File: src/rtl/i2s_tx_stream.sv
// i2s_tx_stream: parametrised I2S / left-justified stereo serializer for the audio DAC Pmod.
// All serial timing is derived from clk with internal dividers (no derived clocks).
// Sample pairs enter through a valid/ready handshake into a one-frame holding register.
//
// Ports:
//   clk, rst_n          system clock, asynchronous active-low reset
//   en                  serializer enable; low holds sck/lrck/sdata at 0
//   s_left, s_right     sample pair (two's complement, SAMPLE_W bits)
//   s_valid, s_ready    input handshake; s_ready = holding register empty
//   audio_mclk          free-running master clock (clk / (2*MCLK_HALF))
//   audio_sck           bit clock (clk / (2*SCK_HALF)) while running
//   audio_lrck          word select, 0 = left
//   audio_sdata         serial data, MSB first, changes on sck falling edges
//   frame_start         one-clk pulse when a frame is loaded
//   underrun            one-clk pulse with frame_start when no sample was held
//   underrun_cnt        saturating underrun counter (only with I2S_TX_UNDERRUN_CNT_EN)
//
// Optional feature macro: I2S_TX_UNDERRUN_CNT_EN

module i2s_tx_stream #(
    parameter int unsigned SAMPLE_W  = 16,
    parameter int unsigned SLOT_W    = 16,
    parameter int unsigned SCK_HALF  = 8,
    parameter int unsigned MCLK_HALF = 2,
    parameter int unsigned MODE      = 0
) (
    input  logic                clk,
    input  logic                rst_n,
    input  logic                en,
    input  logic [SAMPLE_W-1:0] s_left,
    input  logic [SAMPLE_W-1:0] s_right,
    input  logic                s_valid,
    output logic                s_ready,
    output logic                audio_mclk,
    output logic                audio_sck,
    output logic                audio_lrck,
    output logic                audio_sdata,
    output logic                frame_start,
    output logic                underrun
`ifdef I2S_TX_UNDERRUN_CNT_EN
    ,
    output logic [15:0]         underrun_cnt
`endif
);

    localparam int unsigned FRAME_W = 2 * SLOT_W;
    localparam int unsigned BIT_W   = $clog2(FRAME_W);
    localparam int unsigned DIV_W   = $clog2(SCK_HALF);
    localparam int unsigned MCLK_W  = (MCLK_HALF > 1) ? $clog2(MCLK_HALF) : 1;
    localparam int unsigned PAD_W   = SLOT_W - SAMPLE_W;

    typedef enum logic {
        ST_IDLE = 1'b0,
        ST_RUN  = 1'b1
    } state_t;

    state_t               r_state;
    state_t               w_state_nxt;

    logic [MCLK_W-1:0]    r_mclk_cnt;
    logic                 r_mclk;
    logic [DIV_W-1:0]     r_div;
    logic                 r_sck;
    logic [BIT_W-1:0]     r_bit_idx;
    logic                 r_lrck;
    logic [FRAME_W-1:0]   r_shift;
    logic [SAMPLE_W-1:0]  r_hold_l;
    logic [SAMPLE_W-1:0]  r_hold_r;
    logic                 r_hold_empty;
    logic                 r_frame_start;
    logic                 r_underrun;

    logic [DIV_W-1:0]     w_div_nxt;
    logic                 w_sck_nxt;
    logic [BIT_W-1:0]     w_bit_nxt;
    logic [BIT_W-1:0]     w_bit_p1;
    logic                 w_lrck_nxt;
    logic [FRAME_W-1:0]   w_shift_nxt;
    logic [SAMPLE_W-1:0]  w_hold_l_nxt;
    logic [SAMPLE_W-1:0]  w_hold_r_nxt;
    logic                 w_hold_empty_nxt;
    logic                 w_fs_nxt;
    logic                 w_ur_nxt;
    logic                 w_load;
    logic                 w_sck_wrap;
    logic                 w_sck_fall;
    logic                 w_last_bit;
    logic                 w_accept;
    logic [SLOT_W-1:0]    w_slot_l;
    logic [SLOT_W-1:0]    w_slot_r;

    assign w_sck_wrap = (r_div == DIV_W'(SCK_HALF - 1));
    assign w_sck_fall = w_sck_wrap & r_sck;
    assign w_last_bit = (r_bit_idx == BIT_W'(FRAME_W - 1));
    assign w_accept   = s_valid & r_hold_empty;
    // Samples are left-aligned in their slot; low bits are zero padding.
    assign w_slot_l   = SLOT_W'(r_hold_l) << PAD_W;
    assign w_slot_r   = SLOT_W'(r_hold_r) << PAD_W;

    // Master clock: free-running divider, independent of en.
    always_ff @(posedge clk or negedge rst_n) begin
        if (!rst_n) begin
            r_mclk_cnt <= '0;
            r_mclk     <= 1'b0;
        end else if (r_mclk_cnt == MCLK_W'(MCLK_HALF - 1)) begin
            r_mclk_cnt <= '0;
            r_mclk     <= ~r_mclk;
        end else begin
            r_mclk_cnt <= r_mclk_cnt + MCLK_W'(1);
        end
    end

    // FSM state register.
    always_ff @(posedge clk or negedge rst_n) begin
        if (!rst_n) begin
            r_state <= ST_IDLE;
        end else begin
            r_state <= w_state_nxt;
        end
    end

    // Next-state, divider, shifter and holding-register logic.
    always_comb begin
        w_state_nxt      = r_state;
        w_div_nxt        = r_div;
        w_sck_nxt        = r_sck;
        w_bit_nxt        = r_bit_idx;
        w_shift_nxt      = r_shift;
        w_hold_l_nxt     = r_hold_l;
        w_hold_r_nxt     = r_hold_r;
        w_hold_empty_nxt = r_hold_empty;
        w_fs_nxt         = 1'b0;
        w_ur_nxt         = 1'b0;
        w_load           = 1'b0;
        w_lrck_nxt       = 1'b0;
        w_bit_p1         = '0;

        case (r_state)
            ST_IDLE: begin
                w_div_nxt   = '0;
                w_sck_nxt   = 1'b0;
                w_bit_nxt   = '0;
                w_shift_nxt = '0;
                if (en) begin
                    w_state_nxt = ST_RUN;
                    w_load      = 1'b1;
                end
            end
            ST_RUN: begin
                if (!en) begin
                    // Abort immediately; partial frame dropped, holding kept.
                    w_state_nxt = ST_IDLE;
                    w_div_nxt   = '0;
                    w_sck_nxt   = 1'b0;
                    w_bit_nxt   = '0;
                    w_shift_nxt = '0;
                end else begin
                    if (w_sck_wrap) begin
                        w_div_nxt = '0;
                        w_sck_nxt = ~r_sck;
                    end else begin
                        w_div_nxt = r_div + DIV_W'(1);
                    end
                    if (w_sck_fall) begin
                        if (w_last_bit) begin
                            w_bit_nxt = '0;
                            w_load    = 1'b1;
                        end else begin
                            w_bit_nxt   = r_bit_idx + BIT_W'(1);
                            w_shift_nxt = r_shift << 1;
                        end
                    end
                end
            end
            default: w_state_nxt = ST_IDLE;
        endcase

        // Frame load: held pair if available, otherwise silence plus underrun.
        if (w_load) begin
            w_fs_nxt = 1'b1;
            if (!r_hold_empty) begin
                w_shift_nxt      = {w_slot_l, w_slot_r};
                w_hold_empty_nxt = 1'b1;
            end else begin
                w_shift_nxt = '0;
                w_ur_nxt    = 1'b1;
            end
        end

        // Accept only into an empty holding register; never bypassed into the shifter.
        if (w_accept) begin
            w_hold_l_nxt     = s_left;
            w_hold_r_nxt     = s_right;
            w_hold_empty_nxt = 1'b0;
        end

        // I2S mode leads LRCK by one bit so it flips one SCK before each slot MSB.
        w_bit_p1 = (w_bit_nxt == BIT_W'(FRAME_W - 1)) ? '0 : w_bit_nxt + BIT_W'(1);
        if (w_state_nxt == ST_RUN) begin
            if (MODE == 1) begin
                w_lrck_nxt = (w_bit_nxt >= BIT_W'(SLOT_W));
            end else begin
                w_lrck_nxt = (w_bit_p1 >= BIT_W'(SLOT_W));
            end
        end
    end

    // Datapath registers.
    always_ff @(posedge clk or negedge rst_n) begin
        if (!rst_n) begin
            r_div         <= '0;
            r_sck         <= 1'b0;
            r_bit_idx     <= '0;
            r_lrck        <= 1'b0;
            r_shift       <= '0;
            r_hold_l      <= '0;
            r_hold_r      <= '0;
            r_hold_empty  <= 1'b1;
            r_frame_start <= 1'b0;
            r_underrun    <= 1'b0;
        end else begin
            r_div         <= w_div_nxt;
            r_sck         <= w_sck_nxt;
            r_bit_idx     <= w_bit_nxt;
            r_lrck        <= w_lrck_nxt;
            r_shift       <= w_shift_nxt;
            r_hold_l      <= w_hold_l_nxt;
            r_hold_r      <= w_hold_r_nxt;
            r_hold_empty  <= w_hold_empty_nxt;
            r_frame_start <= w_fs_nxt;
            r_underrun    <= w_ur_nxt;
        end
    end

`ifdef I2S_TX_UNDERRUN_CNT_EN
    logic [15:0] r_underrun_cnt;

    // Saturating underrun counter, updated on the same edge as the pulse.
    always_ff @(posedge clk or negedge rst_n) begin
        if (!rst_n) begin
            r_underrun_cnt <= '0;
        end else if (w_ur_nxt && (r_underrun_cnt != 16'hFFFF)) begin
            r_underrun_cnt <= r_underrun_cnt + 16'd1;
        end
    end

    assign underrun_cnt = r_underrun_cnt;
`endif

    assign s_ready     = r_hold_empty;
    assign audio_mclk  = r_mclk;
    assign audio_sck   = r_sck;
    assign audio_lrck  = r_lrck;
    assign audio_sdata = r_shift[FRAME_W-1];
    assign frame_start = r_frame_start;
    assign underrun    = r_underrun;

endmodule

File: config.mk
export PLATFORM = sky130hd
export DESIGN_NAME = i2s_tx_stream
export DESIGN_NICKNAME = d
export VERILOG_FILES = /design/src/rtl/i2s_tx_stream.sv
export SDC_FILE = /design/constraint.sdc
export NUM_CORES = 1
export LEC_CHECK = 0
export CELL_PAD_IN_SITES_DETAIL_PLACEMENT = 0
export CELL_PAD_IN_SITES_GLOBAL_PLACEMENT = 1
export CORE_MARGIN = 5
export CORE_UTILIZATION = 37
export DETAILED_ROUTE_END_ITERATION = 8
export GPL_TIMING_DRIVEN = 0
export HOLD_SLACK_MARGIN = 0.08
export MAX_ROUTING_LAYER = met4
export PLACE_DENSITY_LB_ADDON = 0.1
export RECOVER_POWER = 100
export SKIP_CTS_REPAIR_TIMING = 1
export SYNTH_ARGS = -nofsm -noshare
export SYNTH_HDL_FRONTEND = slang
export SYNTH_SLANG_ARGS = --single-unit
File: constraint.sdc
create_clock -name clk -period 4.3 [get_ports clk]
set_clock_uncertainty 0.1 [all_clocks]
set_input_delay 0.645 -clock clk [delete_from_list [all_inputs] [get_ports clk]]
set_output_delay 0.645 -clock clk [all_outputs]
set_load 0.02 [all_outputs]
Yosys cells after proc, flatten, opt, wreduce, memory -nomap -nowiden
Cells that the tools add are included.
{"block": "classes", "n_mux": 29, "n_mul": 0, "n_reduce_logical": 2, "n_eq_ne": 6, "n_bitwise": 5, "shift": 0, "div_mod_pow": 0, "n_lt_le_gt_ge": 1, "addsub": 4}
{"op": "$mux 32", "n": 5}
{"op": "$pmux 32 s2", "n": 1}
{"op": "$mux 5", "n": 4}
{"op": "$mux 1", "n": 13}
{"op": "$add 5x1->5 const B", "n": 2}
{"op": "$eq 5x5->1 const B", "n": 2}
{"op": "$pmux 5 s2", "n": 1}
{"op": "$mux 3", "n": 2}
{"op": "$pmux 3 s2", "n": 1}
{"op": "$ge 5x5->1 const B", "n": 1}
{"op": "$ne 4x2->1 const B", "n": 1}
{"op": "$ne 4x4->1 const B", "n": 1}
{"op": "$pmux 1 s2", "n": 2}
{"op": "$add 3x1->3 const B", "n": 1}
{"op": "$eq 3x3->1 const B", "n": 1}
{"op": "$ne 3x2->1 const B", "n": 1}
{"op": "$not 1->1", "n": 3}
{"op": "$and 1x1->1", "n": 2}
{"op": "$reduce_and 2->1", "n": 1}
{"op": "$reduce_bool 2->1", "n": 1}
{"op": "$add 1x1->1 const B", "n": 1}
{"block": "totals", "mem_count": 0, "inputBits": 36, "output_inout_bits": 7, "latchBits": 0, "register_bits": 80, "rom_bits": 0, "ram_bits": 0}

Logic depth before layout (Yosys ltp)
Gate-level depths: netlist (run 1).
{"block": "logic_depth", "word_depth": 9, "ltp_mapped": 10, "mapped_depth_nobuf": 8}

Worst setup path after synthesis (run 1)
No wires, ideal clock.
{"block": "synth_path", "path_kind": "reg2reg", "startpoint": "register r_bit_idx[0]", "endpoint": "register r_shift[25]", "arrival_ps": 1709, "stages_incl_launch_ff": 11, "setup_time_ps": 137, "n_path_buf": 2, "path_slack_ps": 2354, "period_less_slack_ps": 1946, "cell_sequence": "dfrtp_1 -> ha_1 -> and3_1 -> ha_1 -> nand3_2 -> a21boi_2 -> and2b_1 -> buf_6 -> buf_12 -> a22oi_1 -> a21oi_1"}
{"block": "synth_via", "elab_chain_cells": 7}
{"item": "from (decl)", "line_no": "64", "text": "logic [BIT_W-1:0] r_bit_idx;"}
{"item": "from (signal assigned)", "line_no": "224", "text": "r_bit_idx <= w_bit_nxt;"}
{"item": "$eq 5x5->1 (*)", "line_no": "94", "text": "assign w_last_bit = (r_bit_idx == BIT_W'(FRAME_W - 1));"}
{"item": "$mux 1", "line_no": "165", "text": "if (w_last_bit) begin"}
{"item": "$mux 1", "line_no": "164", "text": "if (w_sck_fall) begin"}
{"item": "$mux 1", "line_no": "150", "text": "if (!en) begin"}
{"item": "$pmux 1 s2", "line_no": "138", "text": "case (r_state)"}
{"item": "$ne 4x4->1 (no line) or $ne 4x2->1 (tied branches)"}
{"item": "$reduce_and 2->1 (no line)"}
{"item": "to (signal assigned)", "line_no": "226", "text": "r_shift <= w_shift_nxt;"}
{"item": "to (decl)", "line_no": "66", "text": "logic [FRAME_W-1:0] r_shift;"}
Every way passes the cells marked *; elsewhere a longest branch is shown, timed or not.
A chain may end at the register's enable or synchronous reset.

Worst setup path after layout (run 1)
{"block": "layout_path", "startpoint": "register r_div[0]", "endpoint": "register r_shift[21]"}
{"block": "layout_via", "elab_chain_cells": 7}
{"item": "from (decl)", "line_no": "62", "text": "logic [DIV_W-1:0] r_div;"}
{"item": "from (signal assigned)", "line_no": "222", "text": "r_div <= w_div_nxt;"}
{"item": "$eq 3x3->1 (*)", "line_no": "92", "text": "assign w_sck_wrap = (r_div == DIV_W'(SCK_HALF - 1));"}
{"item": "$and 1x1->1 (*)", "line_no": "93", "text": "assign w_sck_fall = w_sck_wrap & r_sck;"}
{"item": "$mux 1", "line_no": "164"}
{"item": "$mux 1", "line_no": "150"}
{"item": "$pmux 1 s2", "line_no": "138"}
{"item": "$ne 4x4->1 (no line) or $ne 4x2->1 (tied branches)"}
{"item": "$reduce_and 2->1 (no line)"}
Marks and branches as above.

==> flow_summary.yaml, run 1 <==
yosys:
  yosys_most_used_dff: "dfrtp_1"
  netlist_area_sq_um: 3360
  synth_area_leaders: "dfrtp_1 59%, mux2_2 11%, a21oi_1 4.9%"
  synthAdderAreaFrac: 0.0149
  synth-compound-area-share: 0.139
  ys_seq_area_frac: 0.597
  synthCells: 267
  ys_seq_elements: 80
  synth_top_cell_by_area: "dfrtp_1"
  synth_xor_xnor_area_share: 0.0130
  synth-simple-area-share: 0.0764
  netlist-cell-type-count: 33
  yosysTopAreaCellShare: 0.589
  synth.avg_cell_area_sq_um: 12.6
  synth_top_family_by_area: "compound AO/OA/AOI/OAI gates"
  ys_warn_count: 0
  syn-num-nets: 307
  synthMuxAreaShare: 0.110
  synth_edf_count: 0
  async_reset_ff_frac: 1.00
timing:
  setup_viol: 0
  fin_crit_ns: 2.72
  clock.fmax_mhz: 367
  tightest_slew_ns: 1.48
  tns_ns: 0
  setup_slack_ns: 1.58
  grt_setup_unrepaired: "false"
  hold_viol: 0
  relSlewSlack: 0.0108
  period_share: 0.633
  slew_viol_final: 0
setup_path:
  start_kind: "flop"
  cp_cell_sequence: "ha_1, ha_1, clkbuf_1, nand3_1, a21boi_0, and2b_1, clkbuf_1, buf_12, a22oi_1, a21oi_1"
  crit_path_max_incr_delay_ns: 0.43
  cp-end-kind: "flop"
  crit_fanout: 10
  critPathLaunch: "r_div[0]"
  cpMaxStageDelayCell: "clkbuf_1"
  required_ns: 4.46
  path_delay_family: "buffers and inverters"
  arrival_ns: 2.88
  critPathBufInv: 3
  critPathKind: "flop to flop"
  r2r-start: "r_div[0]"
global_routing:
  overflow: 0
  grtUsageTotal: 0.129
  antenna_found_initial: 0
  grt_pass1_vias: 2297
  grt_max_degree: 60
  grt_first_pass_wirelength_mm: 11.3
finish:
  nNetsFinal: 361
  area_growth_pct: 20.7
  post-route-util: 0.462
  final_area_sq_um: 4050
  n_antenna_cell: 0
  drive_gt1_frac: 0.181
clock_network:
  cts_tree: "done"
  cts-root-buf: "clkbuf_8"
  cts_buffer_depth: 2
  cts_buffers: 9
  path_clk_slew_ns: 0.08
  h-tree-depth: 3
  clkLatencyLatePin_ns: 0.34
  clock-sinks: 80
placed_design:
  post-place-ws_ns: 1.87
  post_dp_cell_area_sq_um: 3940
  finalWeightedCongestion: 0.737
  dp_hpwl_mm: 4.34
  io_buffers: 42
power:
  vdd.ir_drop.worst_mv: 0.189
  power_density_nw_per_um2: 443
  leakage_nw: 1.79
  power_mw: 1.79
floorplan:
  rows: 34
  ioPinCount: 43
  die_h_um: 105
  core_area_sq_um: 8760
  die_w_um: 105
  initial_utilization: 0.383
  die_area_sq_um: 11100
min_path:
  min_from: "r_mclk_cnt"
  holdCritPathClass: "flop to flop"
routing:
  via_per_inst: 5.00
  dr.pass1.iters: 4
  routedWlPerCell_um: 15.1
  drtAntennaViolNets: 0
  drc: 0
  finalWirelength_mm: 6.57
  vias: 2171
  drtIter0Drc: 77
run:
  drv_cap: 0
outcome:
  outcome: "complete, no violations"
==> stage by stage <==
| step | instances | hold slack (ns) |
|---|---|---|
| floorplan | 267 | 0.249 |
| global placement | 417 | 0.325 |
| detailed placement | 418 | 0.330 |
| CTS | 434 | 0.0900 |
| global route | 434 | 0.367 |
| finish | 434 | 0.339 |
==> Yosys cell counts (2+ instances only) <==
cell type  count
dfrtp_1       79
nor2_1        35
a21oi_1       33
mux2_2        32
a22oi_1       22
a22oi_2        9
buf_2          6
nand2_1        6
nand3_1        5
ha_1           4
xnor2_1        4
buf_12         3
buf_4          3
clkbuf_1       3
inv_1          3
and3_1         2
nor2b_1        2
==> logic make-up after synthesis <==
family	after synthesis
XOR/XNOR	5
adder cells (fa/ha/maj)	4
AND/OR/NAND/NOR	57
multiplexers	33
buffers and inverters	21
AO/OA/AOI/OAI	67
flip-flops	80
==> cell usage in the layout (no fill, tap or decap) <==
master | Yosys | layout
nand2_1 | 6 | 6
clkbuf_8 | 1 | 10
mux2_2 | 32 | 32
nor3_1 | 1 | 1
xnor2_1 | 4 | 4
and2_2 | 1 | 1
ha_1 | 4 | 4
inv_1 | 3 | 3
clkbuf_1 | 3 | 12
nor3b_1 | 1 | 1
nor2b_1 | 2 | 2
and2_0 | 0 | 1
and2b_1 | 1 | 1
dfstp_2 | 1 | 1
nor2_1 | 35 | 35
bufinv_16 | 0 | 2
dlygate4sd3_1 | 0 | 9
nand3_1 | 5 | 6
a22oi_1 | 22 | 31
mux2i_1 | 1 | 1
clkdlybuf4s50_1 | 0 | 32
a21boi_0 | 0 | 1
nand4b_1 | 1 | 1
xor2_1 | 1 | 1
buf_12 | 3 | 3
buf_4 | 3 | 2
and3_1 | 2 | 2
clkinvlp_4 | 0 | 2
clkbuf_2 | 1 | 1
a21o_2 | 1 | 1
buf_2 | 6 | 3
clkinv_2 | 0 | 1
a21oi_1 | 33 | 33
dfrtp_1 | 79 | 79
o21ai_0 | 1 | 1
==> layer usage <==
layer / vias to the layer above / share of wire / wire length [um] / GRT usage
met5: - / 0 / 0 / -
met4: 0 / 0.016 / 105 / 0.0466
met3: 10 / 0.040 / 262 / 0.0275
met2: 40 / 0.48 / 3130 / 0.195
met1: 1076 / 0.47 / 3070 / 0.172
li1: 1045 / - / - / -
==> registers in the layout, summed over array words and instances, names as in the netlist <==
name and flops:
audio_lrck 1, audio_mclk 1, audio_sck 1, frame_start 1, r_bit_idx 5, r_div 3, r_hold_l 16, r_hold_r 16
r_mclk_cnt 1, r_shift 32, r_state 1, s_ready 1, underrun 1
==> area by class of cell <==
type,instances,area (sq um)
Buffer,18,128
Clock buffer,11,141
Clock inverter,5,80.1
Fill cell,863,4710
Inverter,3,11.3
Multi-Input combinational cell,166,1130
Sequential cell,80,2000
Tap cell,108,135
Timing Repair Buffer,43,419
==> worst register-to-register path: cells and delay by family (launching register included) <==
kind,cells,cell delay (ns)
simple gates,2,0.33
fa+ha+maj,2,0.29
compound gates,3,0.64
buf+inv,3,0.92
flops,1,0.35
==> final timing paths <==
| check | endpoint | cells after the start | slack (ns) |
|---|---|---|---|
| setup / recovery | r_shift[21] | 10 | 1.58 |
| hold / removal | r_mclk_cnt | 1 | 0.34 |
| setup reg to reg | r_shift[21] | 10 | 1.58 |
| hold reg to reg | r_mclk_cnt | 1 | 0.34 |
| max in group asynchronous | r_shift[13] | 2 | 1.64 |
| min in group asynchronous | r_div[0] | 1 | 0.41 |
==> power by group <==
part           leakage [nW]  total [mW]  internal [mW]  switching, mW
sequential            0.995       0.940          0.874         0.0659
clock                 0.106       0.615          0.342          0.273
combinational         0.685       0.239          0.139         0.0996
total                  1.79        1.79           1.36          0.438
No activity file was read; power rests on OpenSTA's default activity.
==> inputs of run 2 (changes only) <==
- clock period: 4.3 -> 2.6 ns (I/O delays scaled with it)
==> run 2 against run 1 <==
Against the previous run:
- clock power increased by 66%
- wire length is 1.0% higher
- critical path depth decreased by 1
- utilization is 0.64 points higher
- final area up 1.4%
==> flow_summary.yaml, run 2 (synthesized netlist as in run 1, its figures left out) <==
timing:
  tns_ns: 0
  hold_viol: 0
  relSlewSlack: 0.123
  slew_viol_final: 0
  period_share: 0.859
  grt_setup_unrepaired: "false"
  tightest_slew_ns: 1.32
  clock.fmax_mhz: 448
  setup_viol: 0
  fin_crit_ns: 2.23
floorplan:
  initial_utilization: 0.383
  die_h_um: 105
  core_area_sq_um: 8760
  rows: 34
  die_w_um: 105
  die_area_sq_um: 11100
  ioPinCount: 43
setup_path:
  r2r_setup_slack_ns: 0.37
  crit_fanout: 6
  r2r-end: "audio_lrck"
  cp-end-kind: "flop"
  critPathKind: "flop to flop"
  required_ns: 2.73
  r2r_cells: 9
  r2r-start: "r_bit_idx[0]"
  start_kind: "flop"
  arrival_ns: 2.36
clock_network:
  cts_tree: "done"
  path_clk_slew_ns: 0.08
  clkLatencyLatePin_ns: 0.34
  clock-sinks: 80
  cts_buffer_depth: 2
  cts-root-buf: "clkbuf_8"
  cts_buffers: 9
  h-tree-depth: 3
finish:
  n_fill_cell: 853
  top_regs: "r_shift: 32 flops, r_hold_l: 16 flops, r_hold_r: 16 flops"
  final_common_cell: "dfrtp_1"
  largest_register: "r_shift"
  layout_common_cells: "79 x dfrtp_1, 35 x nor2_1, 33 x a21oi_1"
  drive_gt1_frac: 0.187
  area_growth_pct: 22.4
  n_antenna_cell: 0
  largest_reg_flops: 32
  nNetsFinal: 362
placed_design:
  finalWeightedCongestion: 0.737
  io_buffers: 42
  dp_hpwl_mm: 4.34
routing:
  routedWlPerCell_um: 15.3
  drtIter0Drc: 78
  via_per_inst: 5.04
  vias: 2192
  finalWirelength_mm: 6.64
  drc: 0
  drtAntennaViolNets: 0
  dr.pass1.iters: 4
global_routing:
  grtUsageTotal: 0.129
  overflow: 0
  use_met1: 0.172
  grt_most_used_layer: "met2"
  antenna_found_initial: 0
  grt_util_met2: 0.195
  grt_first_pass_wirelength_mm: 11.3
  grt_max_degree: 60
  grtUsageMet3: 0.0275
  grt_pass1_vias: 2297
power:
  power_density_nw_per_um2: 724
  leakage_nw: 1.81
  vdd.ir_drop.worst_mv: 0.312
  power_mw: 2.98
min_path:
  min_to: "r_mclk_cnt"
  min_from: "r_mclk_cnt"
  holdCritPathClass: "flop to flop"
  whs_path_depth: 1
outcome:
  outcome: "complete, no violations"
run:
  drv_cap: 0
-- run 2: cell type report --
class,count,area (sq um),share of cell area
inverter,3,11.3,0.00274
sequential,80,2000,0.488
multi-input combinational,166,1140,0.277
buffer,18,148,0.0359
timing repair buffer,44,452,0.110
clock buffer,11,141,0.0344
tap,108,135,0.0329
clock inverter,5,80.1,0.0195
-- run 2: worst max-delay path by stage --
stage	from	to	cells after the start
floorplan	r_bit_idx[0]	r_shift[25]	10
global placement	rst_n	r_hold_l[12]	1
detailed placement	r_div[0]	r_shift[23]	8
CTS	r_div[0]	r_shift[23]	8
global route	r_bit_idx[0]	r_shift[27]	9
finish	r_bit_idx[0]	audio_lrck	9
-- run 2: per-layer routing --
metal  routed length, um  vias up
met5                   0        -
met1                3130     1094
met4                 107        0
li1                    -     1046
met2                3130       41
met3                 272       11
-- run 2: worst max-delay path, cell delays in order (launching register included) --
cell      delay, ns
dfrtp_1        0.42
ha_1           0.22
and3_1         0.19
ha_1           0.19
nand3_1        0.12
nor2b_1        0.15
clkbuf_1       0.26
and2_0         0.20
nand4b_1       0.13
xnor2_1        0.15
-- run 2: power by group --
part / switching, mW / total (mW) / internal [mW] / leakage [nW]
Combinational: 0.166 / 0.405 / 0.239 / 0.712
Sequential: 0.109 / 1.55 / 1.45 / 0.994
Clock: 0.451 / 1.02 / 0.566 / 0.106
Total: 0.726 / 2.98 / 2.25 / 1.81
-- run 2: per-stage QoR --
| step | hold slack, ns | utilization | setup slack [ns] | instance area [sq um] | instances |
|---|---|---|---|---|---|
| global route | 0.367 | 0.469 | 0.166 | 4110 | 435 |
| finish | 0.339 | 0.469 | 0.367 | 4110 | 435 |
| CTS | -0.165 | 0.475 | 0.407 | 4160 | 434 |
| floorplan | -0.00559 | - | 0.654 | 3360 | 267 |
| detailed placement | 0.211 | 0.449 | 0.420 | 3940 | 418 |
| global placement | 0.325 | 0.446 | -1.99 | 3910 | 417 |
==> inputs of run 3 (changes only) <==
- ABC_AREA: not set -> 0
- CORE_UTILIZATION: 37 -> 44
==> run 3 against run 2 <==
Against the previous run:
- final area decreased by 0.76%
- non-clock buffer count is the same
- die area is 14% lower
- global-route usage grew 1.8 points
- fmax shrank 1.2%
- wire length decreased by 6.5%
- clock power barely moved
- via count shrank 1.8%
- register-to-register slack got worse by 0.03 ns
- worst hold slack improved by 0.0060 ns
- critical path type unchanged
- largest cell class unchanged
- largest power group unchanged
==> flow_summary.yaml, run 3 (synthesized netlist as in run 1, its figures left out) <==
setup_path:
  r2r-end: "r_shift[21]"
  start_kind: "flop"
  crit_path_max_incr_delay_ns: 0.42
  path_delay_family: "buffers and inverters"
  r2r-start: "r_bit_idx[0]"
  required_ns: 2.77
  worstSetupPathDepth: 9
  arrival_ns: 2.43
  critPathKind: "flop to flop"
  cp-end-kind: "flop"
  r2r_setup_slack_ns: 0.34
  cpMostUsedCell: "ha_1"
  crit_fanout: 10
  r2r_cells: 9
  critPathBufInv: 2
  cpMaxStageDelayCell: "dfrtp_1"
  cp_cell_sequence: "ha_1, and3_1, ha_1, nand3_1, nor2b_1, clkbuf_1, clkbuf_2, a22oi_1, a21oi_1"
  critPathLaunch: "r_bit_idx[0]"
placed_design:
  post_dp_cell_area_sq_um: 3920
  io_buffers: 42
  dp_hpwl_mm: 4.22
  finalWeightedCongestion: 0.718
global_routing:
  antenna_found_initial: 0
  grtUsageTotal: 0.147
  grt_first_pass_wirelength_mm: 10.9
  overflow: 0
  grt_max_degree: 42
  grt_pass1_vias: 2230
finish:
  area_growth_pct: 21.5
  largest_register: "r_shift"
  n_antenna_cell: 0
  final_area_sq_um: 4080
  nNetsFinal: 362
  largest_reg_flops: 32
  drive_gt1_frac: 0.190
  layout_common_cells: "79 x dfrtp_1, 35 x nor2_1, 33 x a21oi_1"
  final_common_cell: "dfrtp_1"
  top_regs: "r_shift: 32 flops, r_hold_l: 16 flops, r_hold_r: 16 flops"
routing:
  drc: 0
  drtIter0Drc: 92
  drtAntennaViolNets: 0
  vias: 2153
  finalWirelength_mm: 6.21
  dr.pass1.iters: 4
  routedWlPerCell_um: 14.6
  via_per_inst: 5.07
clock_network:
  h-tree-depth: 3
  cts_buffer_depth: 2
  clock-sinks: 80
  path_clk_slew_ns: 0.08
  cts_tree: "done"
  cts_buffers: 9
  cts-root-buf: "clkbuf_8"
  clkLatencyLatePin_ns: 0.34
power:
  power_mw: 2.96
  vdd.ir_drop.worst_mv: 0.360
  leakage_nw: 1.81
  power_density_nw_per_um2: 726
outcome:
  outcome: "complete, no violations"
timing:
  period_share: 0.869
  tns_ns: 0
  clock.fmax_mhz: 442
  hold_viol: 0
  relSlewSlack: 0.353
  fin_crit_ns: 2.26
  grt_setup_unrepaired: "false"
  slew_viol_final: 0
  tightest_slew_ns: 0.971
  setup_viol: 0
floorplan:
  initial_utilization: 0.458
  ioPinCount: 43
  die_area_sq_um: 9480
  core_area_sq_um: 7330
  die_w_um: 97.3
  die_h_um: 97.3
  rows: 31
min_path:
  whs_path_depth: 1
  min_from: "r_div[0]"
  min_to: "r_div[0]"
  holdCritPathClass: "flop to flop"
run:
  drv_cap: 0
## run 3: cell count changes in the layout (fill, tap and decap cells not counted), sizes merged
cell,previous run,this run
buf,10,9
clkbuf,21,23
clkinvlp,2,0
## run 3: final cells by class
type | count | area, sq um
fill | 643 | 3250
clock buffer | 12 | 155
buffer | 18 | 146
multi-input combinational | 166 | 1140
sequential | 80 | 2000
clock inverter | 3 | 65.1
timing repair buffer | 44 | 433
inverter | 3 | 11.3
tap | 99 | 124
## run 3: routing by layer
layer	up-vias	track usage	part of all wire
li1	1047	-	-
met1	1054	0.201	0.49
met2	42	0.207	0.46
met3	10	0.0345	0.035
met4	0	0.0671	0.021
met5	-	-	0
## run 3: how the worst max path moves through the flow
stage / to / slack [ns]
finish: r_shift[21] / 0.34
global route: r_shift[14] / 0.13
CTS: r_shift[23] / 0.43
detailed placement: audio_lrck / 0.44
global placement: r_hold_l[12] / -1.88
floorplan: r_shift[25] / 0.65
## run 3: power breakdown
part | switching, mW | leakage [nW] | internal, mW
clock | 0.420 | 0.112 | 0.587
sequential | 0.110 | 0.994 | 1.45
combinational | 0.162 | 0.707 | 0.235
total | 0.692 | 1.81 | 2.27
## run 3: per-stage QoR
| stage | cells | setup slack (ns) | hold WS [ns] | util |
|---|---|---|---|---|
| after CTS | 424 | 0.427 | -0.0757 | 0.565 |
| final | 425 | 0.340 | 0.345 | 0.556 |
| after floorplan | 267 | 0.654 | -0.00559 | - |
| after global routing | 425 | 0.133 | 0.374 | 0.556 |
| after global placement | 408 | -1.88 | 0.328 | 0.532 |
| after detailed placement | 409 | 0.435 | 0.300 | 0.535 |
